`config.mk`:
```
export PLATFORM = sky130hd
export DESIGN_NAME = ina_sample_filter
export DESIGN_NICKNAME = d
export VERILOG_FILES = /design/src/rtl/ina_sample_filter.sv
export SDC_FILE = /design/constraint.sdc
export NUM_CORES = 1
export LEC_CHECK = 0
export BUFFER_PORTS_ARGS = -buffer_cell sky130_fd_sc_hd__buf_2
export CELL_PAD_IN_SITES_DETAIL_PLACEMENT = 0
export CELL_PAD_IN_SITES_GLOBAL_PLACEMENT = 1
export CORE_UTILIZATION = 51
export CTS_CLUSTER_DIAMETER = 80
export CTS_CLUSTER_SIZE = 25
export DETAILED_ROUTE_END_ITERATION = 12
export PLACE_DENSITY = 0.94
export SYNTH_ARGS = -nofsm -noshare
export SYNTH_HDL_FRONTEND = slang
export SYNTH_SLANG_ARGS = --single-unit
```
`constraint.sdc`:
```
create_clock -name clk -period 8.2 [get_ports clk]
set_clock_uncertainty 0.15 [all_clocks]
set_input_delay 0.41 -clock clk [delete_from_list [all_inputs] [get_ports clk]]
set_output_delay 0.41 -clock clk [all_outputs]
set_load 0.02 [all_outputs]
```
`src/rtl/ina_sample_filter.sv`:
```
// Purpose : filters the INA219 result register. A read counts only if two consecutive reads agree (torn-read rejection).
//           Accepted reads are averaged over 2^LOG2_N samples, with window min/max and an alarm that has hysteresis.
// Latency : avg_valid is high 4 cycles after the tick that took the last sample of a window, when there are no retries.
// Backpressure: none. Results are published as a one-cycle pulse and are held until the next window completes.
//
// Ports:
//   clk        50 MHz system clock
//   reset      asynchronous reset, active low
//   raw_data   signed 16-bit INA219 register value (quasi-static, written from the I2C side)
//   avg_out    signed window average (rounds toward -inf)
//   min_out    signed minimum of the last completed window
//   max_out    signed maximum of the last completed window
//   avg_valid  one-cycle pulse; avg_out/min_out/max_out/alarm change together with it
//   alarm      over-threshold flag with hysteresis
//   err_cnt    count of discarded unstable samples, saturating at 255
module ina_sample_filter #(
    parameter int                 SAMPLE_DIV = 500000,
    parameter int                 LOG2_N     = 4,
    parameter logic signed [15:0] ALARM_TH   = 16'sd3200,
    parameter logic signed [15:0] ALARM_HYST = 16'sd160
) (
    input  logic        clk,
    input  logic        reset,
    input  logic [15:0] raw_data,
    output logic [15:0] avg_out,
    output logic [15:0] min_out,
    output logic [15:0] max_out,
    output logic        avg_valid,
    output logic        alarm,
    output logic [7:0]  err_cnt
);

    localparam int TW = $clog2(SAMPLE_DIV);
    localparam int AW = 16 + LOG2_N;

    localparam logic [2:0] S_WAIT    = 3'd0;
    localparam logic [2:0] S_CAP     = 3'd1;
    localparam logic [2:0] S_CHECK   = 3'd2;
    localparam logic [2:0] S_ACCUM   = 3'd3;
    localparam logic [2:0] S_PUBLISH = 3'd4;

    // Thresholds are widened to 17 bits so that ALARM_TH - ALARM_HYST cannot wrap.
    localparam logic signed [16:0] TH_HI = $signed({ALARM_TH[15], ALARM_TH});
    localparam logic signed [16:0] TH_LO = TH_HI - $signed({ALARM_HYST[15], ALARM_HYST});

    logic [TW-1:0]          r_tick_cnt;
    logic [2:0]             r_state;
    logic [15:0]            r_cap;
    logic [1:0]             r_retry;
    logic signed [AW-1:0]   r_acc;
    logic [LOG2_N-1:0]      r_n;
    logic signed [15:0]     r_wmin;
    logic signed [15:0]     r_wmax;
    logic signed [15:0]     r_avg;
    logic signed [15:0]     r_min;
    logic signed [15:0]     r_max;
    logic                   r_avg_valid;
    logic                   r_alarm;
    logic [7:0]             r_err_cnt;

    logic                   w_tick;
    logic                   w_last;
    logic signed [15:0]     w_cap_s;
    logic signed [AW-1:0]   w_acc_nxt;
    logic signed [15:0]     w_min_nxt;
    logic signed [15:0]     w_max_nxt;
    logic signed [15:0]     w_avg_nxt;
    logic signed [16:0]     w_avg_ext;

    assign w_tick  = (r_tick_cnt == TW'(SAMPLE_DIV - 1));
    assign w_last  = (r_n == {LOG2_N{1'b1}});
    assign w_cap_s = r_cap;

    // Window state after the sample in ACCUM has been folded in. The outputs are
    // loaded from these values in ACCUM. This makes new data visible in the same
    // cycle as the avg_valid pulse, which is high while the FSM sits in PUBLISH.
    assign w_acc_nxt = r_acc + {{LOG2_N{r_cap[15]}}, r_cap};
    assign w_min_nxt = (w_cap_s < r_wmin) ? w_cap_s : r_wmin;
    assign w_max_nxt = (w_cap_s > r_wmax) ? w_cap_s : r_wmax;
    assign w_avg_nxt = 16'(w_acc_nxt >>> LOG2_N);
    assign w_avg_ext = {w_avg_nxt[15], w_avg_nxt};

    // Free-running sample period counter. The FSM never stalls it.
    always_ff @(posedge clk or negedge reset) begin
        if (!reset) begin
            r_tick_cnt <= '0;
        end else if (w_tick) begin
            r_tick_cnt <= '0;
        end else begin
            r_tick_cnt <= r_tick_cnt + 1'b1;
        end
    end

    always_ff @(posedge clk or negedge reset) begin
        if (!reset) begin
            r_state     <= S_WAIT;
            r_cap       <= '0;
            r_retry     <= '0;
            r_acc       <= '0;
            r_n         <= '0;
            r_wmin      <= 16'sh7FFF;
            r_wmax      <= 16'sh8000;
            r_avg       <= '0;
            r_min       <= '0;
            r_max       <= '0;
            r_avg_valid <= 1'b0;
            r_alarm     <= 1'b0;
            r_err_cnt   <= '0;
        end else begin
            r_avg_valid <= 1'b0;
            case (r_state)
                S_WAIT: begin
                    // Ticks are only honoured here. With SAMPLE_DIV >= 8 the FSM
                    // is always back in WAIT before the next tick arrives.
                    if (w_tick) begin
                        r_state <= S_CAP;
                    end
                end
                S_CAP: begin
                    r_cap   <= raw_data;
                    r_retry <= '0;
                    r_state <= S_CHECK;
                end
                S_CHECK: begin
                    if (raw_data == r_cap) begin
                        r_state <= S_ACCUM;
                    end else if (r_retry == 2'd2) begin
                        if (r_err_cnt != 8'hFF) begin
                            r_err_cnt <= r_err_cnt + 1'b1;
                        end
                        r_state <= S_WAIT;
                    end else begin
                        r_cap   <= raw_data;
                        r_retry <= r_retry + 1'b1;
                    end
                end
                S_ACCUM: begin
                    r_acc  <= w_acc_nxt;
                    r_wmin <= w_min_nxt;
                    r_wmax <= w_max_nxt;
                    r_n    <= r_n + 1'b1;
                    if (w_last) begin
                        r_avg       <= w_avg_nxt;
                        r_min       <= w_min_nxt;
                        r_max       <= w_max_nxt;
                        r_avg_valid <= 1'b1;
                        if (w_avg_ext > TH_HI) begin
                            r_alarm <= 1'b1;
                        end else if (w_avg_ext <= TH_LO) begin
                            r_alarm <= 1'b0;
                        end
                        r_state <= S_PUBLISH;
                    end else begin
                        r_state <= S_WAIT;
                    end
                end
                S_PUBLISH: begin
                    r_acc   <= '0;
                    r_n     <= '0;
                    r_wmin  <= 16'sh7FFF;
                    r_wmax  <= 16'sh8000;
                    r_state <= S_WAIT;
                end
                default: begin
                    r_state <= S_WAIT;
                end
            endcase
        end
    end

    assign avg_out   = r_avg;
    assign min_out   = r_min;
    assign max_out   = r_max;
    assign avg_valid = r_avg_valid;
    assign alarm     = r_alarm;
    assign err_cnt   = r_err_cnt;

endmodule
```
Word-level counts from Yosys, hierarchy flattened
Index checks and enable logic that the tools add are counted.
- register bits after elaboration: 154
- add/sub/neg operators: 5
- magnitude comparators: 4
- equality and inequality tests: 13
- muxes and demuxes: 22
- bitwise logic cells: 1
- reductions and logical operators: 9
- operator list (operator ; count):
    $pmux 16 s2 ; 3
    $mux 16 ; 4
    $pmux 20 s2 ; 1
    $add 20x20->20 ; 1
    $add 19x1->19 const B ; 1
    $eq 19x19->1 const B ; 1
    $mux 19 ; 1
    $eq 16x16->1 ; 1
    $gt 16x13->1 const B ; 1
    $gt 16x16->1 ; 1
    $le 16x13->1 const B ; 1
    $lt 16x16->1 ; 1
    $mux 3 ; 4
    $pmux 3 s4 ; 1
    $add 8x1->8 const B ; 1
    $ne 8x8->1 const B ; 1
    $pmux 4 s2 ; 1
    $eq 3x2->1 const B ; 2
    $ne 2x2->1 const B ; 3
    $reduce_and 3->1 ; 2
    $reduce_bool 2->1 ; 3
    $add 4x1->4 const B ; 1
    $eq 4x4->1 const B ; 1
    $mux 1 ; 4
    other kinds (11) ; 13

Logic depth before layout (Yosys ltp)
Gate-level depths: netlist (run 1).
- word-level depth: 4
- gate-level depth with buffers: 13
- mapped depth without buffers: 12

Worst setup path after synthesis (run 1)
OpenSTA, ideal clock, no wires.
- kind: flip-flop to flip-flop
- from: register r_cap[0]
- to: register r_alarm, in the netlist alarm
- data arrival time: 2728 ps
- setup slack: 5186 ps
- stages on the path, launching flop included: 13
- period minus slack after synthesis: 3014 ps
- path through: dfrtp_1 -> ha_1 -> inv_1 -> fa_1 -> nor2b_4 -> o31a_1 -> a21o_1 -> a221o_2 -> a221o_1 -> a21oi_2 -> xnor2_1 -> o31ai_1 -> o211ai_1
- word-level cells in the longest chain between the ends: 4
- ends and longest elaborated chain (what ; RTL line ; text):
    from (decl) ; 48 ; logic [15:0] r_cap;
    from (signal assigned) ; 120 ; r_cap <= raw_data;
    from (signal assigned) ; 133 ; r_cap <= raw_data;
    $add 20x20->20 * ; 77 ; assign w_acc_nxt = r_acc + {{LOG2_N{r_cap[15]}}, r_cap};
    $gt 16x13->1 or $le 16x13->1 (tied branches) ; 147, 149 ;
    $reduce_bool 2->1 (no source line) ; - ;
    $reduce_and 3->1 (no source line) ; - ;
    to (signal assigned) ; 107 ; r_alarm <= 1'b0;
    to (signal assigned) ; 148 ; r_alarm <= 1'b1;
    to (signal assigned) ; 150 ; r_alarm <= 1'b0;
    to (decl) ; 58 ; logic r_alarm;
Mark *: on every way between the ends. The rest lies on a longest branch, timed or not.
A chain may end at the register's enable or synchronous reset.

Worst setup path in the final report (run 1)
- from: register r_wmin[9]
- to: register r_wmin[15]
- word-level cells in the longest chain between the ends: 3
- ends and longest elaborated chain (what ; RTL line ; text):
    from (decl) ; 52 ; logic signed [15:0] r_wmin;
    from (signal assigned) ; 139 ; r_wmin <= w_min_nxt;
    $lt 16x16->1 ; 78 ; assign w_min_nxt = (w_cap_s < r_wmin) ? w_cap_s : r_wmin;
    $mux 16 ; 78 ;
    $pmux 16 s2 ; 111 ; case (r_state)
Every way passes these cells.

==> reports/qor.csv, run 1 <==
stage,metric,value,unit
min_path,min_path_type,in -> reg,
critical_path,rr_worst_depth,11,
critical_path,end_kind,flop,
yosys,yosysSeqAreaShare,47.9,%
min_path,hold_depth,3,
clocking,ctsHoldBuffers,1,
timing,drv_slew,0,
yosys,synthesis.nets,871,
global_routing,grt_pass1_wl,30300,um
critical_path,cp-startpoint,r_wmin[9],
global_routing,grt_max_degree,97,
power_and_ir_drop,p_sw_share,20.1,%
yosys,syn_area,8080,um^2
timing,fin_crit,3.87,ns
route,wl_per_cell,16.6,um
floorplanning,dieArea,16300,um^2
clocking,cts-htree-levels,4,
clocking,clkTransAtPathRegs,0.06,ns
critical_path,reg2reg_from,r_wmin[9],
clocking,postCtsSetupBuffers,0,
route,antenna_left,0,
yosys,async_reset_ff_share,100,%
timing,finalSetupViolCount,0,
min_path,hp-start,raw_data[1],
power_and_ir_drop,p_sw,321,uW
placed_design,gp_congestion,0.890,
timing,tns,0,ns
floorplanning,num_rows,45,
yosys,ys_types,62,
timing,whs,0.0586,ns
route,routed_wl,18100,um
finish,drive_above_1_share,17.7,%
finish,fin_nets,943,
placed_design,dp.cells,1061,
floorplanning,core_area,15300,um^2
power_and_ir_drop,vdd.ir_drop.worst,0.000156,V
clocking,insertion_delay,0.43,ns
global_routing,overflow,0,
global_routing,grtUsageTotal,24.0,%
timing,max_slew.worst_pin.slew,1.21,ns
route,drt-initial-drc-count,480,
placed_design,place.detailed.hpwl,12400,um
global_routing,antenna_found_initial,0,
route,firstDrtPassIters,5,
power_and_ir_drop,internal_power,1.28,mW
run_status,outcome,completed,
power_and_ir_drop,power.density,173,nW/um^2
finish,layout_common_cells,"138 x dfrtp_1, 86 x nand2_1, 74 x buf_2",
finish,fillers,1321,
yosys,synth_edf_count,0,
clocking,cts_buffer_depth,2,
route,drc,0,
route,vias,6098,
floorplanning,ios,76,
power_and_ir_drop,combPwrFrac,1.6,%
timing,rsz0062_at_grt,false,
floorplanning,start_util,52.8,%
finish,n_antenna_cell,0,
yosys,ys_seq_elements,154,
timing,timing_hold_violations_final,0,
clocking,cts_tree,built,
run,drv_cap,0,
finish,final_cells,1093,
route,viasPerCell,5.58,
power_and_ir_drop,clock_power_share,50.9,%
yosys,postSynthAreaPerCell,10.1,um^2
yosys,synthCells,798,
clocking,ctsResizeCount,0,
clocking,cts.sinks,154,
finish,syn2layout_area_growth,14.9,%
power_and_ir_drop,seqPwrFrac,47.5,%
critical_path,cp_data_required_time,8.31,ns
clocking,numCtsBuffers,17,
critical_path,startpoint_type,flop,
finish,final_common_cell,dfrtp_1,
critical_path,path_class,reg -> reg,
floorplanning,die_w,128,um
critical_path,path_max_fanout,17,
placed_design,io_buffer_count,75,
yosys,synth_top_flop_cell,dfrtp_1,
critical_path,worst_ep_arrival_time,3.98,ns
floorplanning,die_h,128,um
timing,period_share,47.2,%
timing,slew_headroom,18.9,%
timing,fmax,258,MHz
global_routing,grt_pass1_vias,5973,
yosys,ys_warn_count,0,
clocking,cts_root_buffer,clkbuf_16,
power_and_ir_drop,leakage,4.68,nW
==> stage by stage <==
stage / total power [mW] / utilization, % / instance area, um^2 / setup slack (ns)
2_1_floorplan: 0.778 / - / 8080 / 5.19
3_3_place_gp: 0.801 / 56.5 / 8650 / 4.51
3_5_place_dp: 0.801 / 56.5 / 8650 / 4.40
4_1_cts: 1.62 / 60.6 / 9280 / 4.40
5_1_grt: 1.66 / 60.6 / 9280 / 4.07
6_report: 1.60 / 60.6 / 9280 / 4.33
==> cell families after synthesis <==
| group | Yosys count | share of synthesized area (%) |
|---|---|---|
| compound gates | 216 | 17.7 |
| mux | 32 | 4.18 |
| xor+xnor | 58 | 6.29 |
| buf+inv | 75 | 3.58 |
| fa+ha+maj | 55 | 8.61 |
| flops | 154 | 47.9 |
| simple gates | 208 | 11.7 |
==> power groups by stage <==
stage                     sequential [mW]  combinational [mW]  clock [mW]
after floorplan                     0.774             0.00391           0
after global placement              0.774              0.0266           0
after detailed placement            0.774              0.0267           0
after CTS                           0.761              0.0271       0.836
after global routing                0.760              0.0300       0.865
final                               0.761              0.0257       0.815
==> critical path, stage by stage (launching register included) <==
cell	delay, ns
dfstp_2	0.54
inv_1	0.04
ha_1	0.28
a21o_1	0.18
a21oi_1	0.14
nor2b_1	0.05
o21ai_0	0.14
a21oi_1	0.13
o22ai_1	0.92
nor2_2	0.41
a21oi_4	0.54
o22ai_1	0.16
==> cell usage after synthesis, types with 5 or more instances <==
library cell | number | area share [%]
a22o_1 | 29 | 3.1
and3_1 | 9 | 0.70
nand3_1 | 10 | 0.62
ha_1 | 54 | 8.4
dfstp_2 | 16 | 5.2
inv_1 | 46 | 2.1
clkbuf_1 | 23 | 1.1
nor3_1 | 9 | 0.56
dfrtp_1 | 138 | 43
a21oi_1 | 59 | 3.7
nor2b_1 | 6 | 0.46
nor2_1 | 54 | 2.5
o22a_1 | 15 | 1.6
a21o_1 | 15 | 1.4
o21ai_0 | 57 | 3.5
nand2_1 | 86 | 4.0
nand4_1 | 10 | 0.77
mux2i_1 | 18 | 2.2
xnor2_1 | 24 | 2.6
nor4_1 | 5 | 0.39
xor2_1 | 34 | 3.7
mux2_2 | 14 | 2.0
==> path summary, 6_finish.rpt <==
check                                 to  slack, ns
max                           r_wmin[15]       4.33
min                             r_cap[1]       0.06
max in group asynchronous     min_out[9]       6.14
max reg2reg                   r_wmin[15]       4.33
min in group asynchronous  r_tick_cnt[4]       0.48
min reg2reg                   max_out[2]       0.32
==> cell type report <==
class	instances	area (um^2)	area share (%)
tap	211	264	2.84
clock buffer	19	443	4.77
clock inverter	12	174	1.87
inverter	46	173	1.86
timing repair buffer	82	437	4.70
sequential	154	3870	41.7
multi-input combinational	569	3920	42.2
==> metal layers <==
layer | wire length (um) | vias to the layer above | GRT usage [%]
li1 | - | 2957 | -
met1 | 8530 | 2975 | 33.9
met2 | 8390 | 156 | 37.5
met3 | 1050 | 10 | 5.63
met4 | 142 | 0 | 5.47
met5 | 0 | - | 0
==> flip-flops by register name, indices dropped and copies added, names as in the netlist, 8 cells and up <==
name	count
r_acc	20
r_tick_cnt	19
avg_out	16
max_out	16
min_out	16
r_cap	16
r_wmax	16
r_wmin	16
err_cnt	8
Power figures use the tool's default switching activity.
==> run 2: changes to the inputs <==
--- a/config.mk
+++ b/config.mk
@@ -8,11 +8,11 @@
 export BUFFER_PORTS_ARGS = -buffer_cell sky130_fd_sc_hd__buf_2
 export CELL_PAD_IN_SITES_DETAIL_PLACEMENT = 0
 export CELL_PAD_IN_SITES_GLOBAL_PLACEMENT = 1
-export CORE_UTILIZATION = 51
+export CORE_UTILIZATION = 42
 export CTS_CLUSTER_DIAMETER = 80
 export CTS_CLUSTER_SIZE = 25
 export DETAILED_ROUTE_END_ITERATION = 12
-export PLACE_DENSITY = 0.94
+export PLACE_DENSITY = 0.84
 export SYNTH_ARGS = -nofsm -noshare
 export SYNTH_HDL_FRONTEND = slang
 export SYNTH_SLANG_ARGS = --single-unit
==> constraint.sdc (replaced) <==
create_clock -name clk -period 3.2 [get_ports clk]
set_clock_uncertainty 0.15 [all_clocks]
set_input_delay 0.16 -clock clk [delete_from_list [all_inputs] [get_ports clk]]
set_output_delay 0.16 -clock clk [all_outputs]
set_load 0.02 [all_outputs]
==> reports/qor.csv, run 2 (synthesis gave the netlist of run 1 again) <==
stage,metric,value,unit
critical_path,path_class,reg -> reg,
finish,top_regs,"r_acc x20, r_tick_cnt x19",
timing,drv_slew,0,
route,vias,6322,
critical_path,worstPathCellList,ha_1 -> inv_1 -> fa_2 -> nor2b_4 -> o31a_1 -> a21o_1 -> a221o_2 -> a221o_1 -> a21oi_2 -> xnor2_1 -> o31ai_1 -> o211ai_1,
power_and_ir_drop,p_sw_share,20.8,%
clocking,numCtsBuffers,17,
finish,syn2layout_area_growth,20.2,%
placed_design,gp_congestion,0.860,
floorplanning,dieArea,19800,um^2
timing,tns,0,ns
route,drt-initial-drc-count,339,
power_and_ir_drop,leakage,4.91,nW
critical_path,worst_ep_arrival_time,3.22,ns
power_and_ir_drop,power.density,425,nW/um^2
route,antenna_left,0,
power_and_ir_drop,p_sw,859,uW
route,drc,0,
global_routing,grt_max_degree,72,
finish,drive_above_1_share,20.3,%
floorplanning,die_h,141,um
placed_design,placed_area,8920,um^2
finish,layout_common_cells,"138 x dfrtp_1, 86 x nand2_1, 74 x buf_2",
floorplanning,core_area,18800,um^2
critical_path,critPathTopFamily,compound AO/OA/AOI/OAI gates,
global_routing,antenna_found_initial,1,
min_path,min_path_type,in -> async,
clocking,cts_tree,built,
floorplanning,start_util,43.0,%
power_and_ir_drop,combPwrFrac,2.1,%
placed_design,io_buffer_count,75,
floorplanning,ios,76,
floorplanning,die_w,141,um
global_routing,grt_pass1_wl,32200,um
clocking,clkTransAtPathRegs,0.06,ns
clocking,insertion_delay,0.43,ns
timing,period_share,95.8,%
route,wl_per_cell,17.0,um
placed_design,pre_cts_ws,0.122,ns
critical_path,cp.buffers_inverters,1,
power_and_ir_drop,seqPwrFrac,47.3,%
critical_path,reg2reg_from,r_cap[0],
critical_path,end_kind,flop,
finish,regMostFlops,r_acc,
power_and_ir_drop,total_power,4.12,mW
critical_path,critPathMaxStageDelay,0.39,ns
power_and_ir_drop,clock_power_share,50.6,%
clocking,cts_root_buffer,clkbuf_16,
finish,final_area,9710,um^2
route,viasPerCell,5.43,
clocking,cts.sinks,154,
critical_path,startpoint_type,flop,
critical_path,slowest_stage,dfrtp_1,
power_and_ir_drop,internal_power,3.27,mW
timing,fin_crit,3.07,ns
finish,fin_nets,989,
placed_design,place.detailed.hpwl,13800,um
floorplanning,num_rows,50,
critical_path,rr_endpoint,alarm,
timing,rsz0062_at_grt,false,
global_routing,overflow,0,
run_status,outcome,completed,
clocking,cts_buffer_depth,2,
route,routed_wl,19800,um
critical_path,path_max_fanout,3,
timing,timing_hold_violations_final,0,
timing,fmax,326,MHz
global_routing,grtUsageTotal,21.1,%
timing,finalSetupViolCount,0,
power_and_ir_drop,vdd.ir_drop.worst,0.000396,V
finish,fin_util,51.8,%
timing,max_slew.worst_pin.slew,0.736,ns
run,drv_cap,0,
critical_path,cp_data_required_time,3.35,ns
timing,timing.final.ws_setup,0.134,ns
critical_path,rrSetupSlack,0.13,ns
clocking,cts-htree-levels,4,
critical_path,rr_worst_depth,12,
global_routing,grt_pass1_vias,6228,
route,firstDrtPassIters,5,
timing,slew_headroom,50.5,%
finish,largest_reg_flops,20,
finish,final_common_cell,dfrtp_1,
==> run 2: changes by cell type in the layout (fill, tap and decap cells not counted), sizes merged <==
cell,change
buf,+30
dlygate4sd3,+16
clkbuf,+2
clkinvlp,-2
bufinv,-1
clkinv,+1
diode,+1
inv,+1
==> run 2: cell type report <==
type,instances,area (um^2)
flip-flops and latches,154,3870
diodes,1,2.50
well taps,234,293
repair buffers,128,835
multi-input cells,569,3930
fillers,1695,9050
inverters,46,173
clock inverters,11,143
clock buffers,21,470
==> run 2: repair_timing <==
| action | in CTS | in global routing |
|---|---|---|
| endpoints found under the setup margin | 0 | 1 |
| resized for setup | 0 | 3 |
| hold endpoints to repair | 73 | 0 |
| hold buffers | 17 | 0 |
| buffers inserted | 0 | 0 |
==> run 2: per-stage QoR <==
step | hold WS, ns | cells
after floorplan | -0.286 | 798
after global placement | 0.0574 | 1114
after detailed placement | 0.0524 | 1114
after CTS | 0.169 | 1163
after global routing | 0.203 | 1163
final | 0.147 | 1164
==> run 2: layer usage <==
layer  routed length [um]  vias up  track usage (%)
met2                 8800      134             32.7
met5                    0        -                0
li1                     -     3057                -
met1                 9750     3108             29.7
met4                  220        0             4.92
met3                 1010       23             5.26
==> run 2: worst max path at each step <==
| stage | start | endpoint | slack [ns] | depth (start not counted) |
|---|---|---|---|---|
| finish | r_cap[0] | alarm | 0.13 | 12 |
| global route | r_cap[0] | alarm | 0.004 | 12 |
| CTS | r_cap[0] | alarm | 0.11 | 12 |
| detailed placement | r_cap[0] | alarm | 0.12 | 12 |
| global placement | r_cap[0] | alarm | 0.13 | 12 |
| floorplan | r_cap[0] | alarm | 0.19 | 12 |
==> run 2: power by group through the flow <==
stage	logic [mW]	clock network (mW)	registers (mW)
CTS	0.0910	2.12	1.95
floorplan	0.0100	0	1.98
finish	0.0879	2.09	1.95
global route	0.0996	2.20	1.95
detailed placement	0.0741	0	1.98
global placement	0.0742	0	1.98
==> run 2: worst reg2reg max path, delay by kind of cell, from the launching register on <==
kind | cells | cell delay (ns)
compound gates | 7 | 1.70
fa+ha+maj | 2 | 0.47
flops | 1 | 0.39
xor+xnor | 1 | 0.11
buf+inv | 1 | 0.08
simple gates | 1 | 0.05
==> run 3: changes to the inputs <==
==> config.mk (replaced) <==
export PLATFORM = sky130hd
export DESIGN_NAME = ina_sample_filter
export DESIGN_NICKNAME = d
export VERILOG_FILES = /design/src/rtl/ina_sample_filter.sv
export SDC_FILE = /design/constraint.sdc
export NUM_CORES = 1
export LEC_CHECK = 0
export BUFFER_PORTS_ARGS = -buffer_cell sky130_fd_sc_hd__buf_4
export CELL_PAD_IN_SITES_DETAIL_PLACEMENT = 0
export CELL_PAD_IN_SITES_GLOBAL_PLACEMENT = 1
export CORE_UTILIZATION = 51
export CTS_CLUSTER_DIAMETER = 80
export CTS_CLUSTER_SIZE = 25
export DETAILED_ROUTE_END_ITERATION = 12
export PLACE_DENSITY = 0.94
export SYNTH_ARGS = -nofsm -noshare
export SYNTH_HDL_FRONTEND = slang
export SYNTH_SLANG_ARGS = --single-unit
==> constraint.sdc (replaced) <==
create_clock -name clk -period 3.7 [get_ports clk]
set_clock_uncertainty 0.15 [all_clocks]
set_input_delay 0.185 -clock clk [delete_from_list [all_inputs] [get_ports clk]]
set_output_delay 0.185 -clock clk [all_outputs]
set_load 0.02 [all_outputs]
==> reports/qor.csv, run 3 (synthesis gave the netlist of run 1 again) <==
stage,metric,value,unit
clocking,cts_root_buffer,clkbuf_16,
finish,drive_above_1_share,18.3,%
clocking,ctsHoldBuffers,17,
placed_design,dp.cells,1069,
clocking,clkTransAtPathRegs,0.06,ns
floorplanning,num_rows,45,
finish,fin_nets,967,
floorplanning,start_util,52.8,%
timing,fin_crit,3.28,ns
floorplanning,core_area,15300,um^2
route,drc,0,
power_and_ir_drop,power.density,369,nW/um^2
critical_path,end_kind,flop,
critical_path,path_max_fanout,8,
finish,final_area,9700,um^2
clocking,cts_buffer_depth,2,
route,drt-initial-drc-count,554,
critical_path,path_class,reg -> reg,
power_and_ir_drop,total_power,3.58,mW
timing,fmax,305,MHz
finish,n_antenna_cell,0,
floorplanning,ios,76,
min_path,min_path_type,in -> async,
floorplanning,die_w,128,um
timing,tns,0,ns
finish,top_regs,"r_acc x20, r_tick_cnt x19",
finish,largest_reg_flops,20,
timing,max_slew.worst_pin.slew,1.21,ns
route,firstDrtPassIters,5,
critical_path,critPathMaxStageDelay,0.46,ns
clocking,numCtsBuffers,17,
critical_path,rr_endpoint,alarm,
run,drv_cap,0,
finish,layout_common_cells,"138 x dfrtp_1, 87 x buf_4, 86 x nand2_1",
finish,syn2layout_area_growth,20.0,%
timing,timing_hold_violations_final,0,
floorplanning,die_h,128,um
global_routing,grt_pass1_wl,32200,um
placed_design,io_buffer_count,75,
clocking,cts-htree-levels,4,
clocking,ctsResizeCount,0,
timing,rsz0062_at_grt,false,
critical_path,worst_ep_arrival_time,3.44,ns
global_routing,grt_pass1_vias,6446,
route,routed_wl,19500,um
finish,final_cells,1118,
critical_path,startpoint_type,flop,
timing,drv_slew,0,
global_routing,grt_max_degree,88,
placed_design,gp_congestion,0.834,
clocking,cts_tree,built,
finish,regMostFlops,r_acc,
run_status,outcome,completed,
critical_path,reg2reg_from,r_cap[0],
route,viasPerCell,5.62,
critical_path,slowest_stage,dfrtp_1,
critical_path,rrSetupSlack,0.42,ns
power_and_ir_drop,leakage,4.80,nW
timing,finalSetupViolCount,0,
critical_path,cp_data_required_time,3.85,ns
critical_path,worstPathCellList,ha_1 -> inv_1 -> fa_1 -> nor2b_4 -> o31a_1 -> a21o_1 -> a221o_2 -> a221o_1 -> a21oi_2 -> xnor2_1 -> o31ai_1 -> o211ai_1,
power_and_ir_drop,vdd.ir_drop.worst,0.000316,V
route,vias,6283,
global_routing,grtUsageTotal,25.7,%
global_routing,antenna_found_initial,0,
timing,period_share,88.7,%
route,antenna_left,0,
placed_design,place.detailed.hpwl,12900,um
timing,slew_headroom,18.7,%
finish,fin_util,63.3,%
placed_design,placed_area,8910,um^2
clocking,postCtsSetupBuffers,0,
clocking,cts.sinks,154,
critical_path,rr_worst_depth,12,
route,wl_per_cell,17.4,um
clocking,insertion_delay,0.43,ns
finish,final_common_cell,dfrtp_1,
global_routing,overflow,0,
floorplanning,dieArea,16300,um^2
## run 3: cell count changes in the layout (fill, tap and decap cells not counted), sizes merged
cell and delta:
buf -22, clkbuf -1, clkinv +1, clkinvlp +1, diode -1, inv -1
## run 3: worst max path at each step
stage / from / cells after the start / end / slack, ns
2_1_floorplan: r_cap[0] / 12 / alarm / 0.69
3_3_place_gp: r_cap[0] / 12 / alarm / 0.50
3_5_place_dp: r_cap[0] / 12 / alarm / 0.42
4_1_cts: r_cap[0] / 12 / alarm / 0.42
5_1_grt: r_cap[0] / 12 / alarm / 0.21
6_report: r_cap[0] / 12 / alarm / 0.42
## run 3: cell type report
class | count | area [um^2]
repair buffers | 106 | 855
clock buffers | 20 | 467
well taps | 211 | 264
inverters | 46 | 173
flip-flops and latches | 154 | 3870
multi-input cells | 569 | 3920
fillers | 1284 | 5620
clock inverters | 12 | 146
## run 3: metal layers
| metal | up-vias | part of all wire (%) | GRT usage [%] |
|---|---|---|---|
| met2 | 162 | 46 | 41.0 |
| met3 | 33 | 4.9 | 5.47 |
| met5 | - | 0 | 0 |
| li1 | 3017 | - | - |
| met4 | 0 | 2.2 | 9.90 |
| met1 | 3071 | 47 | 34.3 |
## run 3: through the flow
stage          hold slack (ns)  setup slack, ns
2_1_floorplan           -0.261            0.686
3_3_place_gp             0.165            0.503
3_5_place_dp             0.168            0.421
4_1_cts                  0.277            0.418
5_1_grt                  0.345            0.210
6_report                 0.250            0.417
## run 3: worst max-delay path, delay by kind of cell, from the launching register on
family / cells / cell delay [ns]
AO/OA/AOI/OAI: 7 / 1.78
adder cells (fa/ha/maj): 2 / 0.52
flip-flops: 1 / 0.46
XOR/XNOR: 1 / 0.11
buffers and inverters: 1 / 0.08
AND/OR/NAND/NOR: 1 / 0.06
## run 3: power breakdown
group	leakage [nW]	switching [mW]	total (mW)	internal (mW)
Combinational	2.45	0.0491	0.0805	0.0313
Sequential	2.05	0.000449	1.69	1.69
Clock	0.298	0.706	1.81	1.11
Total	4.80	0.756	3.58	2.82
